<file path="src/rtl/vx_ram_rmw_ctrl.sv">
// vx_ram_rmw_ctrl: request sequencer in front of a 1-cycle-latency single-port RAM.
// Handles READ, WRITE and atomic fetch-ADD requests, with an optional post-reset clear sweep.
// Ports: clk, reset (sync, active-high), init_done (sweep finished);
//   req_valid/req_ready/req_op/req_addr/req_data/req_wren = request channel;
//   rsp_valid/rsp_ready/rsp_data = response channel (READ data or pre-add value);
//   ram_read/ram_write/ram_wren/ram_addr/ram_wdata/ram_rdata = RAM side.
// Optional: define RAM_RMW_PERF_EN to add perf_add_count (count of ADD write-backs).
module vx_ram_rmw_ctrl #(
    parameter int DATAW                  = 32,
    parameter int SIZE                   = 256,
    parameter int WRENW                  = 4,
    parameter int INIT_ENABLE            = 1,
    parameter logic [DATAW-1:0] INIT_VALUE = '0,
    parameter int ADDRW                  = (SIZE > 1) ? $clog2(SIZE) : 1
) (
    input  logic             clk,
    input  logic             reset,
    output logic             init_done,
    input  logic             req_valid,
    input  logic [1:0]       req_op,
    input  logic [ADDRW-1:0] req_addr,
    input  logic [DATAW-1:0] req_data,
    input  logic [WRENW-1:0] req_wren,
    output logic             req_ready,
    output logic             rsp_valid,
    output logic [DATAW-1:0] rsp_data,
    input  logic             rsp_ready,
    output logic             ram_read,
    output logic             ram_write,
    output logic [WRENW-1:0] ram_wren,
    output logic [ADDRW-1:0] ram_addr,
    output logic [DATAW-1:0] ram_wdata,
    input  logic [DATAW-1:0] ram_rdata
`ifdef RAM_RMW_PERF_EN
    ,
    output logic [31:0]      perf_add_count
`endif
);

    typedef enum logic [2:0] {
        INIT,
        IDLE,
        RD,
        WB,
        RSP
    } state_e;

    localparam logic [1:0] OP_READ  = 2'b00;
    localparam logic [1:0] OP_WRITE = 2'b01;
    localparam logic [1:0] OP_ADD   = 2'b10;

    localparam logic [ADDRW-1:0] LAST_ADDR = ADDRW'(SIZE - 1);

    state_e           state_q, state_d;
    logic [ADDRW-1:0] cnt_q, cnt_d;
    logic [ADDRW-1:0] addr_q, addr_d;
    logic [DATAW-1:0] opnd_q, opnd_d;
    logic [DATAW-1:0] data_q, data_d;
    logic             add_q, add_d;

    always_ff @(posedge clk) begin
        if (reset) begin
            state_q <= INIT;
            cnt_q   <= '0;
            addr_q  <= '0;
            opnd_q  <= '0;
            data_q  <= '0;
            add_q   <= 1'b0;
        end else begin
            state_q <= state_d;
            cnt_q   <= cnt_d;
            addr_q  <= addr_d;
            opnd_q  <= opnd_d;
            data_q  <= data_d;
            add_q   <= add_d;
        end
    end

    always_comb begin
        state_d   = state_q;
        cnt_d     = cnt_q;
        addr_d    = addr_q;
        opnd_d    = opnd_q;
        data_d    = data_q;
        add_d     = add_q;
        req_ready = 1'b0;
        rsp_valid = 1'b0;
        ram_read  = 1'b0;
        ram_write = 1'b0;
        ram_wren  = '0;
        ram_addr  = '0;
        ram_wdata = '0;

        unique case (state_q)
            INIT: begin
                if (INIT_ENABLE != 0) begin
                    ram_write = 1'b1;
                    ram_wren  = '1;
                    ram_addr  = cnt_q;
                    ram_wdata = INIT_VALUE;
                    cnt_d     = cnt_q + ADDRW'(1);
                    if (cnt_q == LAST_ADDR) begin
                        state_d = IDLE;
                    end
                end else begin
                    state_d = IDLE;
                end
            end
            IDLE: begin
                req_ready = 1'b1;
                ram_addr  = req_addr;
                ram_wdata = req_data;
                if (req_valid) begin
                    unique case (req_op)
                        OP_READ: begin
                            ram_read = 1'b1;
                            addr_d   = req_addr;
                            add_d    = 1'b0;
                            state_d  = RD;
                        end
                        OP_WRITE: begin
                            ram_write = 1'b1;
                            ram_wren  = req_wren;
                        end
                        OP_ADD: begin
                            ram_read = 1'b1;
                            addr_d   = req_addr;
                            opnd_d   = req_data;
                            add_d    = 1'b1;
                            state_d  = RD;
                        end
                        default: ;
                    endcase
                end
            end
            RD: begin
                data_d  = ram_rdata;
                state_d = add_q ? WB : RSP;
            end
            WB: begin
                // data_q keeps the pre-add value for the response
                ram_write = 1'b1;
                ram_wren  = '1;
                ram_addr  = addr_q;
                ram_wdata = data_q + opnd_q;
                state_d   = RSP;
            end
            RSP: begin
                rsp_valid = 1'b1;
                if (rsp_ready) begin
                    state_d = IDLE;
                end
            end
            default: state_d = INIT;
        endcase

        // Outputs are combinational, so hold them quiet while reset is high
        if (reset) begin
            req_ready = 1'b0;
            rsp_valid = 1'b0;
            ram_read  = 1'b0;
            ram_write = 1'b0;
            ram_wren  = '0;
            ram_addr  = '0;
            ram_wdata = '0;
        end
    end

    assign init_done = !reset && (state_q != INIT);
    assign rsp_data  = data_q;

`ifdef RAM_RMW_PERF_EN
    logic [31:0] perf_q;

    always_ff @(posedge clk) begin
        if (reset) begin
            perf_q <= '0;
        end else if (state_q == WB) begin
            perf_q <= perf_q + 32'd1;
        end
    end

    assign perf_add_count = perf_q;
`endif

endmodule
</file>
<file path="config.mk">
export PLATFORM = sky130hd
export DESIGN_NAME = vx_ram_rmw_ctrl
export DESIGN_NICKNAME = d
export VERILOG_FILES = /design/src/rtl/vx_ram_rmw_ctrl.sv
export SDC_FILE = /design/constraint.sdc
export NUM_CORES = 1
export LEC_CHECK = 0
export BUFFER_PORTS_ARGS = -buffer_cell sky130_fd_sc_hd__buf_2
export CAP_MARGIN = 20
export CORE_ASPECT_RATIO = 1.4
export CORE_UTILIZATION = 55
export CTS_BUF_LIST = sky130_fd_sc_hd__clkbuf_8
export CTS_CLUSTER_DIAMETER = 60
export CTS_CLUSTER_SIZE = 10
export DETAILED_ROUTE_END_ITERATION = 8
export PLACE_DENSITY = 0.95
export REMOVE_ABC_BUFFERS = 1
export SYNTH_ARGS = -nofsm -noshare
export SYNTH_HDL_FRONTEND = slang
export SYNTH_SLANG_ARGS = --single-unit
</file>
<file path="constraint.sdc">
create_clock -name clk -period 6.8 [get_ports clk]
set_input_delay 1.02 -clock clk [delete_from_list [all_inputs] [get_ports clk]]
set_output_delay 1.02 -clock clk [all_outputs]
set_load 0.005 [all_outputs]
</file>
# Yosys cells after proc, flatten, opt, wreduce, memory -nomap -nowiden
# Index checks and enable logic that the tools add are counted.
dict set report classes {
  add_sub_neg 2
  eq_ne 11
  muxes 27
  n_reduce_logical 12
}
# cell count
set op_table {}
lappend op_table {{32-bit case mux with 2 select lines} 1}
lappend op_table {{32-bit adder} 1}
lappend op_table {{32-bit 2-to-1 mux} 1}
lappend op_table {{8-bit case mux with 3 select lines} 1}
lappend op_table {{3-bit 2-to-1 mux} 5}
lappend op_table {{3-bit case mux with 5 select lines} 1}
lappend op_table {{4-bit 2-to-1 mux} 3}
lappend op_table {{1-bit 2-to-1 mux} 11}
lappend op_table {{3-bit AND reduction} 3}
lappend op_table {{8-bit by 1-bit adder with 8-bit output, second input constant} 1}
lappend op_table {{8-bit == test, second input constant} 1}
lappend op_table {{8-bit 2-to-1 mux} 1}
lappend op_table {{2-bit inequality test, second input constant} 4}
lappend op_table {{4-bit case mux with 2 select lines} 1}
lappend op_table {{3-bit by 2-bit == test with 1-bit output, second input constant} 2}
lappend op_table {{1-bit case mux with 2 select lines} 2}
lappend op_table {{4-bit AND reduction} 1}
lappend op_table {{2-bit OR reduction} 2}
lappend op_table {{3-bit by 1-bit == test with 1-bit output, second input constant} 1}
lappend op_table {{3-bit == test, second input constant} 1}
lappend op_table {{3-bit zero test} 1}
lappend op_table {{3-bit nonzero test} 1}
lappend op_table {{2-bit by 1-bit == test with 1-bit output, second input constant} 1}
lappend op_table {{2-bit == test, second input constant} 1}
lappend op_table {{4 further kinds} 4}
dict set report word_totals {
  reg_bits 84
  inputBits 82
  word_cells 58
}

# Longest topological paths before layout
dict set report depth {
  depth_word 6
  depth_mapped 12
  ltp_nobuf 12
}

# Worst setup path after synthesis
# No wires, ideal clock.
dict set report synth_timing {
  kind {reg2out}
  start {register data_q[0], in the netlist rsp_data[0]}
  end {output port ram_wdata[30]}
  arrival_time_ps 2323
  slack_ps 3457
  stages_incl_launch_ff 13
  n_path_buf 0
  path_cell_list {dfxtp_1 -> ha_1 -> inv_1 -> fa_1 -> nor2b_1 -> o21bai_1 -> a31o_1 -> a21oi_1 -> o21ai_2 -> o21ai_2 -> a31o_2 -> mux2_4 -> nand2_1}
}
dict set report synth_via {
  elab_chain_len 3
}
# element line
set synth_lines {}
lappend synth_lines {{start: declaration} 58} ;# logic [DATAW-1:0] data_q, data_d;
lappend synth_lines {{start signal: assignment} 74} ;# data_q <= data_d;
lappend synth_lines {{32-bit adder} 145} ;# ram_wdata = data_q + opnd_q;
lappend synth_lines {{32-bit case mux with 2 select lines} 94} ;# unique case (state_q)
lappend synth_lines {{32-bit 2-to-1 mux} 158} ;# if (reset) begin
lappend synth_lines {{end: declaration} 32} ;# output logic [DATAW-1:0] ram_wdata,
# No other way between the ends.

# Worst setup path after layout
# Ends and elaborated chain as after synthesis.

==> flow_summary.json <==
{
  "status": "complete, no violations",
  "pwr_density_cell_nw_per_um2": 147,
  "worst_slew_pin_slew_ps": 881,
  "synth-compound-area-share_pct": 23.0,
  "vias_per_cell": 5.71,
  "ant_nets": 0,
  "max-clock-path-buffers": 2,
  "max_freq_mhz": 248,
  "maxSlewViolCount": 0,
  "rr_endpoint": "cnt_q[7]",
  "grt_max_degree": 86,
  "rsz0062_at_grt": "no",
  "chipWidth_um": 85.4,
  "gp_congestion": 0.928,
  "grt_pass1_wl_um": 22900,
  "rows": 42,
  "layout-drive-gt1-share_pct": 25.6,
  "tns_ps": 0,
  "synth_seq_area_share_pct": 31.4,
  "synth.distinct_cells": 63,
  "synth_mux_area_share_pct": 4.02,
  "r2r_start": "state_q[1]",
  "post-route-min-period_ps": 4030,
  "syn_area_um2": 5360,
  "htreeDepth": 3,
  "synth_adder_area_share_pct": 7.85,
  "peakVddDrop_v": 0.000110,
  "skew_ps": 6.09,
  "clkPwrFrac_pct": 41.9,
  "reg2reg_depth": 8,
  "synth_ff_type": "dfxtp_1",
  "cts_tree": "yes",
  "hold_class": "flip-flop to flip-flop",
  "postCtsSetupBuffers": 0,
  "first_pass_iters": 6,
  "syn2layout_area_growth_pct": 18.9,
  "track_usage_pct": 28.1,
  "core_area_um2": 9460,
  "slew_headroom_pct": 41.2,
  "die_y_um": 119,
  "synth_top_family_by_area": "simple AND/OR/NAND/NOR gates",
  "ios": 163,
  "synthCells": 714,
  "endpoint_kind": "output port",
  "ctsResizeCount": 0,
  "p_sw_share_pct": 23.0,
  "p_comb_share_pct": 5.4,
  "syn_area_per_cell_um2": 7.50,
  "num_vias": 5530,
  "period_share_pct": 59.3,
  "cp.arrival_ps": 3010,
  "finalHoldViolCount": 0,
  "crit_type": "flip-flop to output port",
  "yosys_warnings": 0,
  "required_ps": 5780,
  "root_buffer": "clkbuf_8",
  "synth_xor_area_share_pct": 5.56,
  "clock_latency_ps": 370,
  "finalSetupViolCount": 0,
  "die_area_um2": 10100,
  "async_flop_share_pct": 0,
  "avgRoutedWirePerCell_um": 14.8,
  "min_to": "opnd_q[4]",
  "synth_edf_count": 0,
  "port_buffers": 162,
  "drtIter0Drc": 348,
  "antenna_found_initial": 1,
  "cts_hold_buffers": 0,
  "seqPwrFrac_pct": 52.7,
  "rrSetupSlack_ps": 4580,
  "drc": 0,
  "start_util_pct": 56.6,
  "yosys.area_share.simple_pct": 23.3,
  "startpoint_type": "flip-flop",
  "cts.sinks": 84,
  "wl_um": 14300,
  "p_sw_mw": 0.216,
  "grt_pass1_vias": 5219,
  "cp_max_fo": 5,
  "fin_util_pct": 67.3,
  "finalPower_mw": 0.939,
  "hold_depth": 2,
  "cellLeakagePower_nw": 2.80,
  "grt_overflow": 0,
  "cts.clk_slew.worst_paths_ps": 80,
  "fin_nets": 967,
  "synth_seq_cells": 84,
  "cts_made_buffers": 9,
  "internal_power_mw": 0.723,
  "holdCritStartpoint": "opnd_q[4]",
  "dp_hpwl_um": 10200,
  "drv_cap": 0
}
## routing by layer
metal	up-vias	track usage (%)	wire, um
met5	-	0	0
met4	0	14.1	443
met3	40	5.73	857
met2	210	50.4	7370
met1	2547	30.7	5650
li1	2733	-	-
## cell usage in the layout, fill, tap and decap left out, types with 13 or more instances in the layout
cell	count
a21oi_1	96
buf_2	162
dfxtp_1	84
ha_1	32
inv_1	13
nand2_1	185
nor2_1	43
o21ai_0	34
xnor2_1	14
xor2_1	20
## layout make-up
cell class / instances / area (um^2)
multi-input cells: 575 / 3420
fillers: 764 / 3090
flip-flops and latches: 84 / 1680
repair buffers: 169 / 863
well taps: 110 / 138
clock buffers: 9 / 124
clock inverters: 7 / 91.3
inverters: 13 / 48.8
diodes: 1 / 2.50
## state kept, by name, indices dropped and copies added, names as in the netlist
signal,cells
opnd_q,32
rsp_data,32
state_q,3
cnt_q,8
addr_q,8
add_q,1
## power by group through the flow
stage	clock network, mW	registers (mW)	logic [mW]
after global placement	0	0.506	0.0498
final	0.393	0.495	0.0510
after floorplan	0	0.506	0.0112
after detailed placement	0	0.506	0.0505
after global routing	0.419	0.495	0.0559
after CTS	0.396	0.495	0.0508
## synthesized netlist by cell type (all sizes together), types with 3 or more instances
library cell  number  share of area [%]
xor2              20                3.3
nand4              5               0.58
and3               3               0.35
dfxtp             84                 31
nor2b              6               0.70
ha                32                7.5
a31oi              7               0.93
a31o               3               0.49
nor2              47                3.4
nand2b            11                1.3
o21bai             5               0.70
a41oi              3               0.49
a21o              11                1.6
mux2               9                2.0
inv               13               0.91
mux2i             11                2.1
a221oi             3               0.72
buf               11                1.5
nand3              8               0.98
nand3b             3               0.42
o21ai             45                4.4
clkbuf            31                2.6
a21oi             98                9.4
xnor2             14                2.3
nor3               9               0.84
nand2            185                 13
o21a               6               0.86
a22oi              9                1.4
## per-stage QoR
stage | instances | worst slack (ps) | cell area, um^2 | hold slack, ps
after floorplan | 672 | 2940 | 5140 | 434
after global placement | 951 | 3010 | 6150 | 446
after detailed placement | 951 | 2990 | 6150 | 453
after CTS | 967 | 2760 | 6370 | 465
after global routing | 967 | 2570 | 6370 | 485
final | 968 | 2770 | 6370 | 465
## cell families after synthesis
family | after synthesis
adder cells (fa/ha/maj) | 33
flip-flops | 84
AND/OR/NAND/NOR | 287
multiplexers | 20
buffers and inverters | 55
XOR/XNOR | 34
AO/OA/AOI/OAI | 201
## worst max path at each step
stage,start,end,slack (ps),cells past startpoint
detailed placement,reset,ram_wdata[30],2990,8
global route,rsp_data[0],ram_wdata[30],2570,13
floorplan,reset,ram_wdata[29],2940,4
global placement,reset,ram_wdata[30],3010,8
CTS,rsp_data[0],ram_wdata[30],2760,13
finish,rsp_data[0],ram_wdata[30],2770,13
## worst max-delay path, stage by stage (launching register included)
cell,delay (ps)
dfxtp_1,360
ha_1,180
inv_1,60
fa_1,400
nor2b_1,160
o21bai_1,90
a31o_1,200
a21oi_1,170
o21ai_2,130
o21ai_2,210
a31o_2,220
mux2_4,300
nand2_1,60
buf_2,100
(Power assumes the default switching activity.)
